**src/rtl/uart_tx_pkg.sv**
```systemverilog
// Shared definitions for the UART transmit controller.
//   - bus register offsets (2-bit addr)
//   - STATUS / CTRL bit positions
//   - serializer state encoding
package uart_tx_pkg;

    localparam logic [1:0] ADDR_TXDATA = 2'd0;
    localparam logic [1:0] ADDR_STATUS = 2'd1;
    localparam logic [1:0] ADDR_CTRL   = 2'd2;

    localparam int ST_EMPTY     = 0;
    localparam int ST_FULL      = 1;
    localparam int ST_BUSY      = 2;
    localparam int ST_TX_DONE   = 3;
    localparam int ST_OVERFLOW  = 4;
    localparam int ST_COUNT_LSB = 8;

    localparam int CTRL_IRQ_EN  = 0;
    localparam int CTRL_TX_EN   = 1;

    typedef enum logic [1:0] {
        IDLE,
        START,
        DATA,
        STOP
    } tx_state_t;

endpackage

```
**src/rtl/uart_tx_ctrl_sync_fifo.sv**
```systemverilog
// Synchronous FIFO used as the UART transmit queue.
//   clk, reset : clock, synchronous active-high reset
//   push, din  : write request and data (accepted when not full, or when
//                full while a pop happens in the same cycle)
//   pop, dout  : read request; dout is valid while not empty
//   full, empty, count : occupancy
module sync_fifo #(
    parameter int WIDTH = 8,
    parameter int DEPTH = 8
) (
    input  logic                     clk,
    input  logic                     reset,
    input  logic                     push,
    input  logic                     pop,
    input  logic [WIDTH-1:0]         din,
    output logic [WIDTH-1:0]         dout,
    output logic                     full,
    output logic                     empty,
    output logic [$clog2(DEPTH):0]   count
);

    localparam int AW = $clog2(DEPTH);

    logic [WIDTH-1:0] mem [DEPTH];
    logic [AW-1:0]    wr_ptr;
    logic [AW-1:0]    rd_ptr;
    logic             do_push;
    logic             do_pop;

    assign empty   = (count == '0);
    assign full    = (count == (AW+1)'(DEPTH));
    assign do_pop  = pop && !empty;
    // A pop frees the slot at the same edge, so a push while full is taken.
    assign do_push = push && (!full || do_pop);
    assign dout    = mem[rd_ptr];

    always_ff @(posedge clk) begin
        if (do_push) begin
            mem[wr_ptr] <= din;
        end
    end

    // DEPTH is a power of two, so natural pointer overflow is the modulo wrap.
    always_ff @(posedge clk) begin
        if (reset) begin
            wr_ptr <= '0;
            rd_ptr <= '0;
            count  <= '0;
        end else begin
            if (do_push) begin
                wr_ptr <= wr_ptr + 1'b1;
            end
            if (do_pop) begin
                rd_ptr <= rd_ptr + 1'b1;
            end
            case ({do_push, do_pop})
                2'b10:   count <= count + 1'b1;
                2'b01:   count <= count - 1'b1;
                default: count <= count;
            endcase
        end
    end

endmodule

```
**src/rtl/uart_tx_ctrl.sv**
```systemverilog
// Memory-mapped UART transmitter: register file, transmit FIFO and 8N1
// serializer.
//   clk, reset          : clock, synchronous active-high reset
//   we, re, addr, wdata : peripheral bus access (re has no side effects)
//   rdata               : combinational read data
//   uart_txd            : serial line, idles high, registered
//   tx_busy             : a frame is on the line
//   irq                 : CTRL.irq_en & STATUS.tx_done
//
// state | meaning
// IDLE  | line high, waiting for tx_en and a queued byte
// START | start bit (low) for DIV cycles
// DATA  | 8 data bits LSB first, DIV cycles each
// STOP  | stop bit (high) for DIV cycles; may chain straight into START
module uart_tx_ctrl
    import uart_tx_pkg::*;
#(
    parameter int CLK_HZ     = 50000000,
    parameter int BAUD       = 9600,
    parameter int FIFO_DEPTH = 8
) (
    input  logic        clk,
    input  logic        reset,
    input  logic        we,
    input  logic        re,
    input  logic [1:0]  addr,
    input  logic [31:0] wdata,
    output logic [31:0] rdata,
    output logic        uart_txd,
    output logic        tx_busy,
    output logic        irq
);

    localparam int DIV  = CLK_HZ / BAUD;
    localparam int CW   = (DIV > 1) ? $clog2(DIV) : 1;
    localparam int CNTW = $clog2(FIFO_DEPTH) + 1;
    localparam logic [CW-1:0] CNT_MAX = CW'(DIV - 1);

    if (DIV < 2) begin : g_div_check
        $error("uart_tx_ctrl: CLK_HZ/BAUD must be at least 2");
    end
    if (FIFO_DEPTH < 2 || (FIFO_DEPTH & (FIFO_DEPTH - 1)) != 0) begin : g_depth_check
        $error("uart_tx_ctrl: FIFO_DEPTH must be a power of 2, at least 2");
    end

    tx_state_t         state;
    logic [7:0]        shift;
    logic [CW-1:0]     baud_cnt;
    logic [2:0]        bit_idx;
    logic              tx_done;
    logic              overflow;
    logic              irq_en;
    logic              tx_en;

    logic              fifo_push;
    logic              fifo_pop;
    logic [7:0]        fifo_dout;
    logic              fifo_full;
    logic              fifo_empty;
    logic [CNTW-1:0]   fifo_count;
    logic              bit_end;
    logic              unused_bus_bits;

    assign unused_bus_bits = &{1'b0, re, wdata[31:8]};

    assign fifo_push = we && (addr == ADDR_TXDATA);
    assign bit_end   = (baud_cnt == CNT_MAX);
    // tx_en here is the registered value, so a CTRL write landing on the
    // same edge as a stop-bit end does not affect that pop decision.
    assign fifo_pop  = tx_en && !fifo_empty &&
                       ((state == IDLE) || ((state == STOP) && bit_end));

    assign tx_busy = (state != IDLE);
    assign irq     = irq_en && tx_done;

    sync_fifo #(
        .WIDTH (8),
        .DEPTH (FIFO_DEPTH)
    ) u_fifo (
        .clk   (clk),
        .reset (reset),
        .push  (fifo_push),
        .pop   (fifo_pop),
        .din   (wdata[7:0]),
        .dout  (fifo_dout),
        .full  (fifo_full),
        .empty (fifo_empty),
        .count (fifo_count)
    );

    always_comb begin
        rdata = '0;
        case (addr)
            ADDR_STATUS: begin
                rdata[ST_EMPTY]             = fifo_empty;
                rdata[ST_FULL]              = fifo_full;
                rdata[ST_BUSY]              = tx_busy;
                rdata[ST_TX_DONE]           = tx_done;
                rdata[ST_OVERFLOW]          = overflow;
                rdata[ST_COUNT_LSB +: 4]    = 4'(fifo_count);
            end
            ADDR_CTRL: begin
                rdata[CTRL_IRQ_EN] = irq_en;
                rdata[CTRL_TX_EN]  = tx_en;
            end
            default: rdata = '0;
        endcase
    end

    always_ff @(posedge clk) begin
        if (reset) begin
            state    <= IDLE;
            uart_txd <= 1'b1;
            shift    <= '0;
            baud_cnt <= '0;
            bit_idx  <= '0;
            tx_done  <= 1'b0;
            overflow <= 1'b0;
            irq_en   <= 1'b0;
            tx_en    <= 1'b1;
        end else begin
            if (we && (addr == ADDR_CTRL)) begin
                irq_en <= wdata[CTRL_IRQ_EN];
                tx_en  <= wdata[CTRL_TX_EN];
            end
            // W1C clears come first so a same-cycle set below wins.
            if (we && (addr == ADDR_STATUS) && wdata[ST_TX_DONE]) begin
                tx_done <= 1'b0;
            end
            if (we && (addr == ADDR_STATUS) && wdata[ST_OVERFLOW]) begin
                overflow <= 1'b0;
            end
            if (fifo_push && fifo_full && !fifo_pop) begin
                overflow <= 1'b1;
            end

            if (state == IDLE || bit_end) begin
                baud_cnt <= '0;
            end else begin
                baud_cnt <= baud_cnt + 1'b1;
            end

            case (state)
                IDLE: begin
                    if (fifo_pop) begin
                        shift    <= fifo_dout;
                        bit_idx  <= '0;
                        uart_txd <= 1'b0;
                        state    <= START;
                    end
                end
                START: begin
                    if (bit_end) begin
                        uart_txd <= shift[0];
                        state    <= DATA;
                    end
                end
                DATA: begin
                    if (bit_end) begin
                        shift   <= shift >> 1;
                        bit_idx <= bit_idx + 1'b1;
                        if (bit_idx == 3'd7) begin
                            uart_txd <= 1'b1;
                            state    <= STOP;
                        end else begin
                            uart_txd <= shift[1];
                        end
                    end
                end
                STOP: begin
                    if (bit_end) begin
                        tx_done <= 1'b1;
                        if (fifo_pop) begin
                            shift    <= fifo_dout;
                            bit_idx  <= '0;
                            uart_txd <= 1'b0;
                            state    <= START;
                        end else begin
                            state    <= IDLE;
                        end
                    end
                end
                default: state <= IDLE;
            endcase
        end
    end

endmodule

```
**config.mk**
```make
export PLATFORM = sky130hd
export DESIGN_NAME = uart_tx_ctrl
export DESIGN_NICKNAME = d
export VERILOG_FILES = /design/src/rtl/uart_tx_pkg.sv /design/src/rtl/uart_tx_ctrl_sync_fifo.sv /design/src/rtl/uart_tx_ctrl.sv
export SDC_FILE = /design/constraint.sdc
export NUM_CORES = 1
export LEC_CHECK = 0
export CORE_MARGIN = 3
export CORE_UTILIZATION = 40
export CTS_CLUSTER_SIZE = 16
export DETAILED_ROUTE_END_ITERATION = 6
export PLACE_DENSITY_LB_ADDON = 0.3
export SYNTH_ARGS = -nofsm -noshare
export SYNTH_HDL_FRONTEND = slang
export SYNTH_SLANG_ARGS = --single-unit
```
**constraint.sdc**
```tcl
create_clock -name clk -period 2.9 [get_ports clk]
set_input_delay 0.435 -clock clk [delete_from_list [all_inputs] [get_ports clk]]
set_output_delay 0.435 -clock clk [all_outputs]
set_load 0.01 [all_outputs]
```
==> results.yml, run 1 <==
power_and_ir_drop:
  clock_power_share: 0.285
  combPwrFrac: 0.284
  power_switching_uw: 1330
  p_seq_frac: 0.431
  intPower_uw: 3010
  swShare: 0.306
  power_uw: 4330
  power.density_mw_per_mm2: 761
  p_leak_uw: 0.00204
  vdd_drop_max_v: 0.000460
global_routing:
  overflow: 0
  grt.busiest_layer: "met2"
  grt_pass1_wl_um: 15000
  grt_antenna_before_repair: 0
  grt_pass1_vias: 2916
  grt_max_degree: 25
  use_met3: 0.0371
  grtUsageMet1: 0.182
  met2_usage: 0.225
  grt.total_usage: 0.138
clocking:
  cts-root-buf: "clkbuf_16"
  cts_tree: "built"
  clk_pin_slew_ns: 0.07
  cts_buffer_depth: 2
  cts_max_level: 3
  cts_buffers: 9
  cts.sinks: 108
  clk_latency_ns: 0.35
  postCtsHoldBufs: 0
place:
  place.port_buffers: 24
  hpwl_um: 6200
  place.gp.congestion: 0.787
  dpl-instance-area_mm2: 0.00539
  dp_cells: 587
synthesis:
  yosysSeqAreaShare: 0.565
  syn_area_per_cell_um2: 12.6
  synth-seq-cells: 108
  synth_area_mm2: 0.00496
  ys.flop_type: "edfxtp_1"
  synth_async_sr_flop_share: 0
  syn_inst: 393
  synth_cell_types: 52
  ys_warn_count: 0
  synth_edf_count: 64
sta:
  slew_headroom: 0.508
  setup_violations: 0
  max_freq_mhz: 372
  finalClockSkew_ns: 0.00731
  finalHoldViolCount: 0
  finalCriticalPeriod_ns: 2.69
  worst_slew_pin_slew_ns: 0.738
  fin_setup_tns_ns: 0
  fin_crit_sh: 0.927
  maxSlewViolCount: 0
  rsz0062_at_grt: "no"
finish:
  nNetsFinal: 485
  drive_gt1_frac: 0.136
  final_cell_mix: "64 x edfxtp_1, 44 x dfxtp_1, 41 x nor2_1"
  final_area_mm2: 0.00570
  diodes: 0
  instances_no_fill: 603
  layout.area.seq_mm2: 0.00280
  layout.cells.most_common: "edfxtp_1"
  multi_input_area_mm2: 0.00195
  utilization: 0.472
  num-fill-cells: 1064
  area_delta_synth_final_pct: 14.9
floorplan:
  die_h_um: 117
  io_pins: 73
  rows: 40
  chipWidth_um: 117
  start_util: 0.411
  coreArea_mm2: 0.0121
  die_area_mm2: 0.0138
setup_path:
  path_max_fanout: 5
  max_stage_delay_ns: 0.40
  cpMaxStageDelayCell: "dfxtp_1"
  required_ns: 3.17
  cp_data_arrival_time_ns: 2.96
  path_class: "reg2reg"
  path_common_cell: "ha_1"
  end_kind: "flop"
  worstPathCellList: "ha_1 > and4b_2 > nand3_2 > o32a_4 > ha_1 > xor2_1 > ha_1 > a21oi_1 > xor2_1 > or3_1 > a21oi_1"
  startpoint_type: "flop"
routing:
  drc: 0
  first_pass_iters: 4
  wirelength_um: 9040
  post_drt_wl_per_cell_um: 15.0
  dr_total_vias: 2928
  ant_nets: 0
  drtIter0Drc: 165
  vias_per_cell: 4.86
flow_run:
  max-cap-violations: 0
min_path:
  hold_path.class: "reg2reg"
outcome:
  status: "finished, final reports clean"
[power by group through the flow]
| stage | combinational (µW) | sequential, µW | clock (µW) |
|---|---|---|---|
| finish | 1230 | 1870 | 1230 |
| CTS | 1240 | 1870 | 1270 |
| global placement | 1200 | 1900 | 0 |
| floorplan | 1000 | 1840 | 0 |
| detailed placement | 1230 | 1900 | 0 |
| global route | 1370 | 1890 | 1330 |
[cell usage after synthesis, drive strengths merged, types with 2 or more instances]
cell / number / area (µm²)
xnor2: 8 / 70.1
nor4: 4 / 25.0
buf: 28 / 204
mux2i: 18 / 180
edfxtp: 64 / 1920
nand3: 11 / 60.1
ha: 17 / 213
and2: 7 / 43.8
nand2: 22 / 82.6
nor2b: 4 / 25.0
a21oi: 14 / 73.8
a32oi: 2 / 17.5
nor3b: 2 / 15.0
nand3b: 2 / 15.0
nor3: 4 / 20.0
a211o: 2 / 17.5
mux4: 16 / 360
and4b: 2 / 20.0
nand4b: 2 / 17.5
dfxtp: 44 / 881
xor2: 9 / 78.8
o21ai: 12 / 60.1
a211oi: 2 / 15.0
or3: 5 / 31.3
nor2: 41 / 154
inv: 11 / 41.3
and3: 4 / 25.0
nand2b: 5 / 31.3
clkbuf: 12 / 45.0
[through the flow]
stage | worst slack, ns | hold WS [ns]
2_1_floorplan | 0.288 | 0.427
3_3_place_gp | 0.108 | 0.440
3_5_place_dp | 0.0392 | 0.446
4_1_cts | 0.157 | 0.457
5_1_grt | 0.0210 | 0.491
6_report | 0.211 | 0.457
[worst max-delay path, delay by kind of cell (launching register included)]
family	cells	cell delay (ns)
xor gates and xnor gates	2	0.24
AOI/OAI and AO/OA	3	0.66
and+or+nand+nor	3	0.72
adders and majority gates	3	0.61
DFF	1	0.40
[registers in the layout (all words and copies together), names as in the netlist, named ones only]
signal	flops
baud_cnt	13
bit_idx	3
irq_en	1
overflow	1
shift	8
state	2
tx_done	1
tx_en	1
u_fifo.count	4
u_fifo.mem	64
u_fifo.rd_ptr	3
u_fifo.wr_ptr	3
uart_txd	1
[repair_timing]
item                                    in CTS  in global routing
gates resized for setup                      0                  1
setup buffers                                0                  0
endpoints found under the setup margin       0                  1
[area by class of cell]
class / instances / area share
inverters: 11 / 0.00725
clock buffers: 10 / 0.0402
multi-input cells: 256 / 0.342
repair buffers: 44 / 0.0685
flip-flops and latches: 108 / 0.492
clock inverters: 6 / 0.0127
well taps: 168 / 0.0369
[logic make-up after synthesis]
logic type,after synthesis,synth area share
xor+xnor,17,0.0300
fa+ha+maj,17,0.0429
simple gates,121,0.128
mux,35,0.111
other cells,1,0.000756
buf+inv,51,0.0585
flops,108,0.565
compound gates,43,0.0631
[layer usage]
layer	part of all wire	vias to the layer above
li1	-	1460
met5	0	-
met4	0.010	0
met3	0.028	6
met1	0.47	1417
met2	0.49	45
[final timing paths]
kind | start | end | slack (ns) | cells past startpoint
min reg2reg | bit_idx[1] | bit_idx[1] | 0.46 | 2
max | baud_cnt[0] | u_fifo.count[2] | 0.21 | 11
max reg2reg | baud_cnt[0] | u_fifo.count[2] | 0.21 | 11
min | bit_idx[1] | bit_idx[1] | 0.46 | 2
No activity file was read; power rests on OpenSTA's default activity.
==> run 2: changes to the inputs <==
--- a/config.mk
+++ b/config.mk
@@ -5,10 +5,12 @@
 export SDC_FILE = /design/constraint.sdc
 export NUM_CORES = 1
 export LEC_CHECK = 0
+export ABC_CLOCK_PERIOD_IN_PS = 2900
 export CORE_MARGIN = 3
 export CORE_UTILIZATION = 40
 export CTS_CLUSTER_SIZE = 16
 export DETAILED_ROUTE_END_ITERATION = 6
+export GPL_ROUTABILITY_DRIVEN = 0
 export PLACE_DENSITY_LB_ADDON = 0.3
 export SYNTH_ARGS = -nofsm -noshare
 export SYNTH_HDL_FRONTEND = slang
==> results of run 2 <==
No change in the layout: final DEF, timing and power equal those of run 1.
==> run 3: changes to the inputs <==
--- a/config.mk
+++ b/config.mk
@@ -5,12 +5,14 @@
 export SDC_FILE = /design/constraint.sdc
 export NUM_CORES = 1
 export LEC_CHECK = 0
+export ABC_AREA = 1
 export ABC_CLOCK_PERIOD_IN_PS = 2900
 export CORE_MARGIN = 3
 export CORE_UTILIZATION = 40
 export CTS_CLUSTER_SIZE = 16
 export DETAILED_ROUTE_END_ITERATION = 6
 export GPL_ROUTABILITY_DRIVEN = 0
+export MAX_ROUTING_LAYER = met4
 export PLACE_DENSITY_LB_ADDON = 0.3
 export SYNTH_ARGS = -nofsm -noshare
 export SYNTH_HDL_FRONTEND = slang
==> results.yml, run 3 <==
sta:
  fin_setup_tns_ns: 0
  fin_ws_ns: 0.285
  worst_slew_pin_slew_ns: 0.584
  finalClockSkew_ns: 0.00741
  fin_hold_ws_ns: 0.459
  finalCriticalPeriod_ns: 2.62
  fin_crit_sh: 0.902
  max_freq_mhz: 382
  maxSlewViolCount: 0
  setup_violations: 0
  finalHoldViolCount: 0
  slew_headroom: 0.610
  rsz0062_at_grt: "no"
setup_path:
  path_max_fanout: 7
  end_kind: "flop"
  cp_data_arrival_time_ns: 2.85
  path_class: "reg2reg"
  startpoint_type: "flop"
  required_ns: 3.14
clocking:
  post_cts_buffers: 0
  postCtsHoldBufs: 0
  cts-root-buf: "clkbuf_16"
  cts_buffer_depth: 2
  clk_pin_slew_ns: 0.07
  cts_tree: "built"
  cts.sinks: 108
  clk_latency_ns: 0.34
  ctsResizeCount: 0
  cts_max_level: 3
  cts_buffers: 9
place:
  place.port_buffers: 24
  hpwl_um: 6990
  dp_worst_setup_slack_ns: 0.238
routing:
  dr_total_vias: 3692
  ant_nets: 0
  post_drt_wl_per_cell_um: 13.7
  vias_per_cell: 4.87
  drtIter0Drc: 280
  first_pass_iters: 4
  drc: 0
  wirelength_um: 10400
finish:
  top_register: "u_fifo.mem"
  layout.cells.most_common: "nand2_1"
  nNetsFinal: 640
  top_regs: "u_fifo.mem: 64 flops, baud_cnt: 13 flops, shift: 8 flops"
  largest_register_ffs: 64
  layout.area.seq_mm2: 0.00280
  num-fill-cells: 1178
  multi_input_area_mm2: 0.00195
  area_delta_synth_final_pct: 12.2
  diodes: 0
  utilization: 0.469
  final_cell_mix: "127 x nand2_1, 84 x nand3_1, 64 x edfxtp_1"
  drive_gt1_frac: 0.0983
min_path:
  hold_path.class: "reg2reg"
synthesis:
  synthTopCellsByCount: "127 x nand2_1, 84 x nand3_1, 64 x edfxtp_1, 44 x dfxtp_1, 43 x nor2_1"
  synthXorXnorAreaFrac: 0.0120
  synth_edf_count: 64
  synthMostInstantiatedCell: "nand2_1"
  muxShareOfSynthArea: 0
  yosys.area.top_type: "edfxtp_1"
  ys_warn_count: 0
  synth_cell_types: 38
  syn_area_per_cell_um2: 9.17
  syn_inst: 559
  synth_async_sr_flop_share: 0
  synth_compound_area_frac: 0.0491
  synth_area_mm2: 0.00512
  synth-simple-area-share: 0.262
  yosysSeqAreaShare: 0.547
  synth-seq-cells: 108
  synthTopCellsByArea: "edfxtp_1 38%, dfxtp_1 17%, nand2_1 9.3%, nand3_1 8.2%, ha_1 4.2%"
  synth_top_family_by_area: "simple AND/OR/NAND/NOR gates"
  synth_fa_ha_area_frac: 0.0415
  ys.flop_type: "edfxtp_1"
  synth_top_area_frac: 0.375
floorplan:
  start_util: 0.418
  rows: 40
  io_pins: 73
  coreArea_mm2: 0.0123
  chipWidth_um: 119
  die_h_um: 119
  die_area_mm2: 0.0142
power_and_ir_drop:
  p_leak_uw: 0.00231
  power_uw: 4590
  power.density_mw_per_mm2: 799
  vdd_drop_max_v: 0.000486
outcome:
  status: "finished, final reports clean"
global_routing:
  grt_pass1_wl_um: 17100
  grt.total_usage: 0.156
  grt_antenna_before_repair: 0
  overflow: 0
  grt_max_degree: 33
  grt_pass1_vias: 3547
flow_run:
  max-cap-violations: 0
## run 3: worst paths after layout
check                                  from         endpoint  slack (ns)  depth (start not counted)
worst max-delay path            baud_cnt[0]  u_fifo.count[2]        0.28                         17
worst max register to register  baud_cnt[0]  u_fifo.count[2]        0.28                         17
worst min register to register  baud_cnt[0]      baud_cnt[0]        0.46                          1
worst min-delay path            baud_cnt[0]      baud_cnt[0]        0.46                          1
## run 3: layer usage
layer,share of wire,global-route usage
met1,0.46,0.194
met2,0.49,0.255
met3,0.043,0.0218
met4,0.015,0.0659
met5,0,-
## run 3: critical path, cell delays in order (launching register included)
cell and delay [ns]:
dfxtp_1 0.37, ha_1 0.23, nand2_1 0.07, clkinv_1 0.05, nand2_2 0.04, nor2_2 0.13, nand3_1 0.14, nand2_2 0.12
nand2_4 0.10, nand2_4 0.12, nand2_4 0.07, ha_1 0.24, xor2_1 0.24, ha_1 0.19, a21oi_1 0.05, xor2_1 0.17
o21ai_0 0.15, inv_1 0.05
## run 3: stage by stage
stage               std cells  area (µm²)
floorplan                 581        5210
global placement          742        5480
detailed placement        742        5480
CTS                       758        5750
global route              758        5750
finish                    758        5750
## run 3: final cells by class
cell class	count	area share
timing repair buffer	35	0.0561
clock inverter	7	0.00870
clock buffer	9	0.0392
multi-input combinational	383	0.340
sequential	108	0.487
inverter	48	0.0324
tap	168	0.0366
## run 3: report_power, final
| part | leakage, µW | internal [µW] | total [µW] | switching, µW |
|---|---|---|---|---|
| Clock | 0.000135 | 587 | 1130 | 540 |
| Combinational | 0.00124 | 542 | 1620 | 1070 |
| Sequential | 0.000936 | 1750 | 1850 | 101 |
| Total | 0.00231 | 2880 | 4590 | 1720 |
## run 3: cell families after synthesis
| family | count (synthesis) |
|---|---|
| simple gates | 291 |
| buf+inv | 90 |
| flops | 108 |
| xor+xnor | 7 |
| other cells | 1 |
| compound gates | 45 |
| fa+ha+maj | 17 |
